--- config.mk ---
export PLATFORM = sky130hd
export DESIGN_NAME = serial_sub_ctrl
export DESIGN_NICKNAME = d
export VERILOG_FILES = /design/src/rtl/serial_sub_ctrl.sv
export SDC_FILE = /design/constraint.sdc
export NUM_CORES = 1
export LEC_CHECK = 0
export CAP_MARGIN = 10
export CORE_ASPECT_RATIO = 1.1
export CORE_MARGIN = 3
export CORE_UTILIZATION = 50
export CTS_BUF_LIST = sky130_fd_sc_hd__clkbuf_2 sky130_fd_sc_hd__clkbuf_4 sky130_fd_sc_hd__clkbuf_8
export DETAILED_ROUTE_END_ITERATION = 6
export PLACE_DENSITY = 0.84
export SYNTH_ARGS = -nofsm -noshare
export SYNTH_HDL_FRONTEND = slang
export SYNTH_SLANG_ARGS = --single-unit
--- constraint.sdc ---
create_clock -name clk -period 1.4 [get_ports clk]
set_input_delay 0.14 -clock clk [delete_from_list [all_inputs] [get_ports clk]]
set_output_delay 0.14 -clock clk [all_outputs]
set_load 0.03 [all_outputs]
--- src/rtl/serial_sub_ctrl.sv ---
// rtl/serial_sub_ctrl.sv - bit-serial a-b-bin controller around one full_subtractor cell (optional flags: SERIAL_SUB_FLAGS_EN)

module full_subtractor (
    input  logic x,
    input  logic y,
    input  logic bi,
    output logic d,
    output logic br
);
    assign d  = x ^ y ^ bi;
    assign br = (~x & y) | (~(x ^ y) & bi);
endmodule

module serial_sub_ctrl #(
    parameter int WIDTH = 8
) (
    input  logic             clk,
    input  logic             rst,
    input  logic             in_valid,
    output logic             in_ready,
    input  logic [WIDTH-1:0] a,
    input  logic [WIDTH-1:0] b,
    input  logic             bin,
    output logic             out_valid,
    input  logic             out_ready,
    output logic [WIDTH-1:0] diff,
    output logic             bout,
    output logic             busy
`ifdef SERIAL_SUB_FLAGS_EN
    ,
    output logic             zero,
    output logic             ovf
`endif
);
    localparam int CW = (WIDTH > 1) ? $clog2(WIDTH) : 1;
    localparam logic [CW-1:0] LAST = CW'(WIDTH - 1);

    typedef enum logic [1:0] {IDLE, RUN, DONE} state_t;

    state_t           state;
    logic [WIDTH-1:0] sh_a;
    logic [WIDTH-1:0] sh_b;
    logic [WIDTH-1:0] diff_r;
    logic             borrow;
    logic             bout_r;
    logic [CW-1:0]    cnt;
    logic             d_bit;
    logic             b_bit;
    logic [WIDTH:0]   diff_shift;

    full_subtractor u_fs (
        .x  (sh_a[0]),
        .y  (sh_b[0]),
        .bi (borrow),
        .d  (d_bit),
        .br (b_bit)
    );

    // Result bits enter at the MSB so that after WIDTH shifts bit 0 sits at the LSB.
    assign diff_shift = {d_bit, diff_r};

    assign in_ready  = (state == IDLE);
    assign out_valid = (state == DONE);
    assign busy      = (state != IDLE);
    assign diff      = diff_r;
    assign bout      = bout_r;

`ifdef SERIAL_SUB_FLAGS_EN
    logic zero_r;
    logic ovf_r;
    assign zero = zero_r;
    assign ovf  = ovf_r;
`endif

    always_ff @(posedge clk) begin
        if (rst) begin
            state  <= IDLE;
            sh_a   <= '0;
            sh_b   <= '0;
            diff_r <= '0;
            borrow <= 1'b0;
            bout_r <= 1'b0;
            cnt    <= '0;
`ifdef SERIAL_SUB_FLAGS_EN
            zero_r <= 1'b0;
            ovf_r  <= 1'b0;
`endif
        end else begin
            case (state)
                IDLE: begin
                    if (in_valid) begin
                        sh_a   <= a;
                        sh_b   <= b;
                        borrow <= bin;
                        cnt    <= '0;
                        state  <= RUN;
                    end
                end
                RUN: begin
                    sh_a   <= sh_a >> 1;
                    sh_b   <= sh_b >> 1;
                    borrow <= b_bit;
                    diff_r <= diff_shift[WIDTH:1];
                    cnt    <= cnt + CW'(1);
                    if (cnt == LAST) begin
                        bout_r <= b_bit;
`ifdef SERIAL_SUB_FLAGS_EN
                        zero_r <= (diff_shift[WIDTH:1] == '0);
                        // borrow currently holds the borrow into the MSB
                        ovf_r  <= borrow ^ b_bit;
`endif
                        state  <= DONE;
                    end
                end
                DONE: begin
                    if (out_ready) state <= IDLE;
                end
                default: state <= IDLE;
            endcase
        end
    end
endmodule
; ---- Yosys cells after proc, flatten, opt, wreduce, memory -nomap -nowiden
; Cells that the tools add are included.
[totals]
reg_bits = 31
latchBits = 0
ram_bits = 0
rom_bits = 0
input_bits = 21
out_inout_bits = 12
elab_cells = 39
mem_count = 0
[classes]
addsub = 1
mul = 0
div = 0
order_cmp = 0
n_eq_ne = 6
shift = 0
muxes = 12
bitwise = 7
n_reduce_logical = 6
[op_table]
columns = operator, count
row1 = $pmux W8 S2, 2
row2 = $mux W8, 2
row3 = $mux W2, 3
row4 = $pmux W2 S3, 1
row5 = $pmux W3 S2, 1
row6 = $ne A2 B2 Y1 const B, 2
row7 = $reduce_and A2 Y1, 2
row8 = $reduce_bool A2 Y1, 2
row9 = $add A3 B1 Y3 const B, 1
row10 = $eq A3 B3 Y1 const B, 1
row11 = $mux W3, 1
row12 = $reduce_and A3 Y1, 1
row13 = $and A1 B1 Y1, 2
row14 = $eq A2 B1 Y1 const B, 1
row15 = $eq A2 B2 Y1 const B, 1
row16 = $logic_not A2 Y1, 1
row17 = $ne A2 B1 Y1 const B, 1
row18 = $not A1 Y1, 2
row19 = $pmux W1 S2, 1
row20 = $xor A1 B1 Y1, 2
row21 = $mux W1, 1
row22 = $or A1 B1 Y1, 1

; ---- Depth between registers and ports, before layout
; Gate-level depths: netlist (run 1).
[logic_depth]
ltp_word = 5
ltp_mapped = 5
mapped_depth_nobuf = 5

; ---- Cells and area by module
; From an unflattened synthesis (run 1), not the netlist that was laid out.
[unflattened]
hier_cells = 144
hier_area_um2 = 1353.8
[modules_own_cells]
columns = mod, n_inst, cells_per_inst, area_each_um2, seq_area_each_um2
row1 = serial_sub_ctrl, 1, 140, 1322.5, 620.6
row2 = full_subtractor, 1, 4, 31.3, 0.0

; ---- Worst setup path after synthesis (run 1)
; No wires, ideal clock.
[synth_path]
path_type = register -> register
startpoint = register state[1]
endpoint = register sh_a[4]
setup_ps = 119
t_arrival_ps = 1276
t_required_ps = 1281
path_slack_ps = 5
stages_incl_launch_ff = 5
n_path_buf = 1
synth_period_minus_slack_ps = 1395
cell_sequence = dfxtp_1 nor2_2 nand2_2 buf_6 o221a_1
[synth_via]
elab_chain_len = 3
elab_cells_between_ends = 6
classes_between = eq/ne (2) / mux (1) / reduce/logical (3)
[synth_lines]
columns = item, line
row1 = from (decl), 40  ; state_t state;
row2 = from (signal assigned), 77  ; state <= IDLE;
row3 = from (signal assigned), 96  ; state <= RUN;
row4 = from (signal assigned), 112  ; state <= DONE;
row5 = $logic_not A2 Y1 *, n/a
row6 = named net in_ready, 20  ; output logic in_ready,
row7 = $ne A2 B2 Y1 (no source line) or $reduce_bool A2 Y1 (tied branches), n/a
row8 = $reduce_and A2 Y1 (no source line), n/a
row9 = to (signal assigned), 100  ; sh_a <= sh_a >> 1;
row10 = to (decl), 41  ; logic [WIDTH-1:0] sh_a;
; The timed path passes the listed nets; every way through them passes the cells marked *.
; A chain may end at the register's enable or synchronous reset.

; ---- Worst setup path in the final report (run 1)
[layout_path]
startpoint = register state[1]
endpoint = output busy
[layout_via]
elab_chain_len = 1
[layout_lines]
columns = item, line
row1 = $reduce_bool A2 Y1, 64  ; assign busy = (state != IDLE);
row2 = to (decl), 28  ; output logic busy
; Every way passes these cells.

==> impl_results.rst, run 1 <==
.. list-table::
   :header-rows: 1

   * - Metric
     - Value
   * - Clk slew on worst S/H paths
     - 0.10 ns
   * - Buffer depth of the longest clock path
     - 2
   * - Initial core utilization
     - 54.9%
   * - Setup Skew
     - 0.00582 ns
   * - Row count
     - 18
   * - Die width
     - 54.6 um
   * - Via density per instance
     - 5.49
   * - Die outline height
     - 59.4 um
   * - Maximum number of pins on one net before global-route repair
     - 32
   * - Library cell used as clock root buffer
     - clkbuf_4
   * - Placed cells
     - 199
   * - Post-route insts no fill
     - 207
   * - Layout Area Growth over Synthesis
     - 33.3%
   * - Final std cell area, no fill
     - 1730 sq um
   * - Crit-path max FO
     - 7
   * - Path type of the worst setup path
     - flip-flop to primary output
   * - Number of instances in the synthesized netlist
     - 140
   * - RSZ-0062 raised after global routing
     - no
   * - Placeable core region
     - 2360 sq um
   * - Total Nets Final
     - 200
   * - Proportion of total power due to net switching
     - 25.1%
   * - Run status
     - complete, no violations
   * - Routed Wire Length
     - 2.92 mm
   * - Clock sinks
     - 31
   * - Critical path startpoint category
     - flip-flop
   * - Proportion of power drawn by flip-flops and latches
     - 51.8%
   * - Gr usage total
     - 21.0%
   * - Slew of the pin with the lowest slew margin
     - 0.382 ns
   * - Power dissipated by switching net loads
     - 469 uW
   * - Count of different cell masters after synthesis
     - 25
   * - Final GP Congestion
     - 0.680
   * - Post-synth net total
     - 164
   * - Seq cells post-synth
     - 31
   * - Clock period minus final worst setup slack
     - 1.30 ns
   * - Wirelength per Cell
     - 14.1 um
   * - Maximum ir drop on the vdd rail
     - 0.779 mV
   * - Yosys warning total
     - 0
   * - Boundary pin count
     - 33
   * - Largest stage delay on the critical path
     - 0.38 ns
   * - Worst slew margin relative to its limit
     - 74.5%
   * - Detailed placement HPWL
     - 2.01 mm
   * - CTS Buf Count
     - 5
   * - Syn avg cell area
     - 9.27 sq um
   * - H-tree lvl count
     - 2
   * - Initial antenna violation count
     - 0
   * - Arrival time at the worst endpoint
     - 1.16 ns
   * - Share of total power in the clock network
     - 32.8%
   * - Fraction of layout cells with a size suffix above 1
     - 16.4%
   * - Post-CTS setup buffer count
     - 0
   * - Count of hold buffers inserted by post-cts repair
     - 0
   * - Insertion delay of the later-clocked pin in the worst-skew pair
     - 0.33 ns
   * - Die outline area
     - 3240 sq um
   * - Leakage power
     - 0.000717 uW
   * - Cell area after placement
     - 1670 sq um
   * - Filler cells
     - 195
   * - Upper clock frequency limit
     - 767 MHz
   * - First-pass GRT wire length
     - 4.82 mm
   * - Post-synthesis cell area
     - 1300 sq um
   * - Number of max-slew violations in the final report
     - 0
   * - IO Port Bufs
     - 32
   * - Cell area power density
     - 1080 nW/um^2
   * - Cell-internal power
     - 1400 uW
   * - Total number of vias
     - 1136
   * - Clock tree from TritonCTS
     - yes
   * - Detailed-route DRC error count
     - 0
   * - Cells traversed along the worst timing path
     - nor2_2 -> inv_1 -> buf_4
   * - N_diodes
     - 0
   * - Initial DRC Count
     - 30
   * - Hold/Removal Path Class
     - primary input to flip-flop
   * - Remaining number of nets flagged by the antenna check after routing
     - 0
   * - Final standard cell utilization of the core
     - 73.1%
   * - Global route total overflow
     - 0
   * - Fraction of the cycle the final worst path needs
     - 93.1%
   * - Critical path required time
     - 1.26 ns
   * - Comb power frac
     - 15.4%
   * - Vias in the first global route
     - 1138
   * - Final Hold Violating Endpoints
     - 0
   * - Portion of the post-synthesis area used by sequential elements
     - 47.8%
   * - Slowest CP cell
     - dfxtp_2
   * - Number of iterations in the first detailed-routing pass
     - 4
   * - Max-capacitance violation count
     - 0
   * - Final setup violating endpoints
     - 0
   * - Endpoint type of the worst setup path
     - primary output
-- cells by family (layout without fill, tap and decap cells) --
family                     Yosys count  after routing  synth area share, %
AOI/OAI and AO/OA                   46             46                 27.1
adders and majority gates            3              3                 3.47
buffers and inverters               28             65                 9.74
DFF                                 31             31                 47.8
muxes                                2              2                 1.54
and+or+nand+nor                     30             30                 10.3
-- final timing paths --
| check | startpoint | depth (start not counted) | to | slack, ns |
|---|---|---|---|---|
| min | b[1] | 2 | sh_b[1] | 0.45 |
| max reg2reg | state[1] | 3 | sh_a[0] | 0.14 |
| max | state[1] | 3 | busy | 0.1 |
| min reg2reg | diff[0] | 2 | diff[0] | 0.47 |
-- cells in the final DEF, fill, tap and decap left out, types with 3 or more instances in the layout --
master / synthesis / routed
a21oi_1: 24 / 24
a22oi_1: 3 / 3
buf_4: 1 / 7
clkbuf_4: 0 / 6
clkdlybuf4s50_1: 0 / 20
dfxtp_1: 31 / 29
dlygate4sd2_1: 0 / 9
inv_1: 19 / 19
nand2_1: 16 / 16
nor2_1: 7 / 7
o221a_1: 10 / 10
o221a_2: 5 / 5
-- cells in the mapped netlist --
cell type	number	area share, %
ha_1	2	1.9
buf_2	2	0.77
nand2_2	1	0.48
nor3_1	1	0.39
buf_1	2	0.58
buf_4	1	0.58
nor2_2	1	0.48
fa_1	1	1.5
o221a_2	5	4.3
a32oi_1	2	1.4
inv_1	19	5.5
dfxtp_1	31	48
a311oi_2	1	1.2
a21oi_1	24	9.3
clkbuf_1	2	0.58
o21bai_1	1	0.58
a22oi_1	3	1.7
o221a_1	10	8.7
nand2_1	16	4.6
mux2i_1	2	1.5
nor2_4	1	0.87
nor2_1	7	2.0
nand2b_1	1	0.48
buf_6	2	1.7
nor2b_1	2	0.96
-- power groups by stage --
stage / Clock [uW] / Sequential (uW) / Combinational, uW
2_1_floorplan: 0 / 986 / 165
3_3_place_gp: 0 / 983 / 278
3_5_place_dp: 0 / 987 / 288
4_1_cts: 624 / 966 / 289
5_1_grt: 674 / 972 / 317
6_report: 612 / 967 / 288
-- registers in the layout (all words and copies together) (netlist names) --
register / count
borrow: 1
sh_b: 8
cnt: 3
diff: 8
sh_a: 8
bout: 1
state: 2
-- timing repair --
action | in CTS | in global routing
resized for setup | 9 | 2
setup endpoints to repair | 9 | 3
pin swaps | 0 | 0
-- per-stage QoR --
step	worst slack, ns	setup TNS [ns]	hold WS (ns)	power [uW]
floorplan	0.00484	0	0.306	1150
global placement	0.0303	0	0.442	1260
detailed placement	-0.00747	-0.00892	0.454	1270
CTS	0.0142	0	0.436	1880
global route	0.0362	0	0.429	1960
finish	0.0966	0	0.445	1870
-- routing by layer --
layer | GRT usage, % | up-vias | part of all wire, %
met5 | 0 | - | 0
met4 | 6.41 | 0 | 1.3
met3 | 9.82 | 5 | 4.9
met1 | 22.6 | 541 | 43
met2 | 35.9 | 28 | 51
li1 | - | 562 | -
-- critical path, delay by kind of cell (launching register included) --
kind	cells	cell delay, ns
buf+inv	2	0.24
flops	1	0.38
simple gates	1	0.23
-- area by class of cell --
| cell class | count | area [sq um] | share of cell area, % |
|---|---|---|---|
| clock buffers | 8 | 72.6 | 4.20 |
| repair buffers | 38 | 372 | 21.5 |
| multi-input cells | 81 | 553 | 32.0 |
| flip-flops and latches | 31 | 623 | 36.0 |
| well taps | 30 | 37.5 | 2.17 |
| inverters | 19 | 71.3 | 4.12 |
Note: power is estimated with default switching activity, not from simulation.
==> run 2: changes to the inputs <==
--- a/config.mk
+++ b/config.mk
@@ -10,6 +10,7 @@
 export CORE_MARGIN = 3
 export CORE_UTILIZATION = 50
 export CTS_BUF_LIST = sky130_fd_sc_hd__clkbuf_2 sky130_fd_sc_hd__clkbuf_4 sky130_fd_sc_hd__clkbuf_8
+export CTS_CLUSTER_SIZE = 10
 export DETAILED_ROUTE_END_ITERATION = 6
 export PLACE_DENSITY = 0.84
 export SYNTH_ARGS = -nofsm -noshare
==> results of run 2 <==
Final layout, timing and power as in run 1 (identical DEF).
==> run 3: changes to the inputs <==
--- a/config.mk
+++ b/config.mk
@@ -7,12 +7,12 @@
 export LEC_CHECK = 0
 export CAP_MARGIN = 10
 export CORE_ASPECT_RATIO = 1.1
-export CORE_MARGIN = 3
-export CORE_UTILIZATION = 50
+export CORE_MARGIN = 2
+export CORE_UTILIZATION = 43
 export CTS_BUF_LIST = sky130_fd_sc_hd__clkbuf_2 sky130_fd_sc_hd__clkbuf_4 sky130_fd_sc_hd__clkbuf_8
 export CTS_CLUSTER_SIZE = 10
 export DETAILED_ROUTE_END_ITERATION = 6
-export PLACE_DENSITY = 0.84
+export PLACE_DENSITY = 0.75
 export SYNTH_ARGS = -nofsm -noshare
 export SYNTH_HDL_FRONTEND = slang
 export SYNTH_SLANG_ARGS = --single-unit
==> impl_results.rst, run 3 (same netlist as run 1, synthesis figures left out) <==
.. list-table::
   :header-rows: 1

   * - Metric
     - Value
   * - Clk slew on worst S/H paths
     - 0.09 ns
   * - Crit-path max FO
     - 7
   * - Leakage power
     - 0.000707 uW
   * - Wirelength per Cell
     - 13.1 um
   * - Number of iterations in the first detailed-routing pass
     - 4
   * - Final Hold Violating Endpoints
     - 0
   * - Buffer depth of the longest clock path
     - 2
   * - Die outline height
     - 61.6 um
   * - Leading cell types in the layout, fill and taps excluded
     - dfxtp_1 (30), a21oi_1 (24), clkdlybuf4s50_1 (20)
   * - Setup Skew
     - 0.00547 ns
   * - Global route total overflow
     - 0
   * - Final GP Congestion
     - 0.759
   * - Total number of vias
     - 1102
   * - Run status
     - complete, no violations
   * - Clock sinks
     - 31
   * - Hold slack final
     - 0.460 ns
   * - Die width
     - 56.4 um
   * - Cell family contributing the most delay on the critical path
     - flip-flops
   * - Die outline area
     - 3470 sq um
   * - CP Buf/Inv Count
     - 2
   * - Worst slew margin relative to its limit
     - 74.8%
   * - Endpoint type of the worst setup path
     - primary output
   * - Final std cell area, no fill
     - 1710 sq um
   * - Most common library cell in the layout ignoring fill and taps
     - dfxtp_1
   * - Row count
     - 20
   * - Critical path startpoint category
     - flip-flop
   * - H-tree lvl count
     - 2
   * - RSZ-0062 raised after global routing
     - no
   * - Maximum ir drop on the vdd rail
     - 0.840 mV
   * - Critical path required time
     - 1.26 ns
   * - Final setup violating endpoints
     - 0
   * - Boundary pin count
     - 33
   * - Total Nets Final
     - 199
   * - Initial antenna violation count
     - 0
   * - Max-capacitance violation count
     - 0
   * - N_diodes
     - 0
   * - Detailed placement HPWL
     - 1.97 mm
   * - Detailed-route DRC error count
     - 0
   * - IO Port Bufs
     - 32
   * - Path type of the worst setup path
     - flip-flop to primary output
   * - Initial core utilization
     - 45.9%
   * - Routed Wire Length
     - 2.74 mm
   * - Gr usage total
     - 18.1%
   * - Placeable core region
     - 2830 sq um
   * - Hold/Removal Path Class
     - primary input to flip-flop
   * - Clock tree from TritonCTS
     - yes
   * - Maximum number of pins on one net before global-route repair
     - 32
   * - Cells traversed along the worst timing path
     - nor2_2 -> inv_1 -> buf_4
   * - Min setup slack post-route
     - 0.128 ns
   * - Insertion delay of the later-clocked pin in the worst-skew pair
     - 0.31 ns
   * - Slew of the pin with the lowest slew margin
     - 0.378 ns
   * - Layout Area Growth over Synthesis
     - 32.1%
   * - Initial DRC Count
     - 23
   * - Via density per instance
     - 5.27
   * - Remaining number of nets flagged by the antenna check after routing
     - 0
   * - First-pass GRT wire length
     - 4.77 mm
   * - Footprint of the flip-flops and latches
     - 622 sq um
   * - Cell area power density
     - 1070 nW/um^2
   * - Worst setup slack before clock tree synthesis
     - -0.0777 ns
   * - Clock period minus final worst setup slack
     - 1.27 ns
   * - Fraction of layout cells with a size suffix above 1
     - 15.9%
   * - Library cell used as clock root buffer
     - clkbuf_4
   * - Slowest CP cell
     - dfxtp_2
   * - Multi-input logic area
     - 556 sq um
   * - Filler cells
     - 251
   * - Fraction of the cycle the final worst path needs
     - 90.9%
   * - Arrival time at the worst endpoint
     - 1.13 ns
   * - Number of max-slew violations in the final report
     - 0
   * - Largest stage delay on the critical path
     - 0.38 ns
   * - CTS Buf Count
     - 5
   * - Upper clock frequency limit
     - 786 MHz
   * - Vias in the first global route
     - 1126
   * - Cell area after placement
     - 1650 sq um
   * - Total power after layout
     - 1840 uW
-- run 3: cell types whose count changed in the layout (fill, tap and decap cells not counted) --
cell     change
buf_12       -1
dfxtp_1      +1
dfxtp_2      -1
nor2b_1      -1
nor2b_2      +1
-- run 3: per-stage QoR --
| stage | setup TNS, ns | instances | utilization [%] |
|---|---|---|---|
| floorplan | 0 | 140 | - |
| finish | 0 | 209 | 60.6 |
| global placement | 0 | 201 | 58.3 |
| global route | 0 | 209 | 60.6 |
| detailed placement | -0.940 | 201 | 58.3 |
| CTS | 0 | 209 | 60.5 |
-- run 3: final timing paths --
kind,cells after the start,start,slack (ns),to
worst max-delay path,3,state[1],0.13,busy
worst min-delay path,2,b[5],0.46,sh_b[5]
worst max register to register,4,state[0],0.13,bout
worst min register to register,2,diff[0],0.46,diff[0]
-- run 3: what timing repair did --
action / in CTS / in global routing
buffers inserted: 0 / 0
endpoints found under the setup margin: 9 / 1
hold buffers: 0 / 0
pin swaps: 0 / 0
gates resized for setup: 9 / 2
-- run 3: worst reg2reg max path, stage by stage, from the launching register on --
cell      delay, ns
dfxtp_1        0.41
nor2b_2        0.25
buf_4          0.19
a21oi_1        0.09
a311oi_2       0.25
-- run 3: layout make-up --
| type | instances | share of cell area (%) |
|---|---|---|
| tap | 33 | 2.41 |
| sequential | 31 | 36.3 |
| clock buffer | 8 | 4.23 |
| multi-input combinational | 81 | 32.4 |
| inverter | 19 | 4.16 |
| timing repair buffer | 37 | 20.5 |
-- run 3: power breakdown --
part | internal, uW | switching [uW] | leakage [uW]
logic | 143 | 133 | 0.000410
registers | 933 | 31.4 | 0.000255
clock network | 315 | 282 | 0.0000420
-- run 3: routing by layer --
| metal | global-route usage (%) | up-vias | routed length [um] |
|---|---|---|---|
| met2 | 32.4 | 20 | 1500 |
| met4 | 6.12 | 0 | 17 |
| li1 | - | 560 | - |
| met1 | 19.6 | 520 | 1110 |
| met5 | 0 | - | 0 |
| met3 | 7.77 | 2 | 116 |
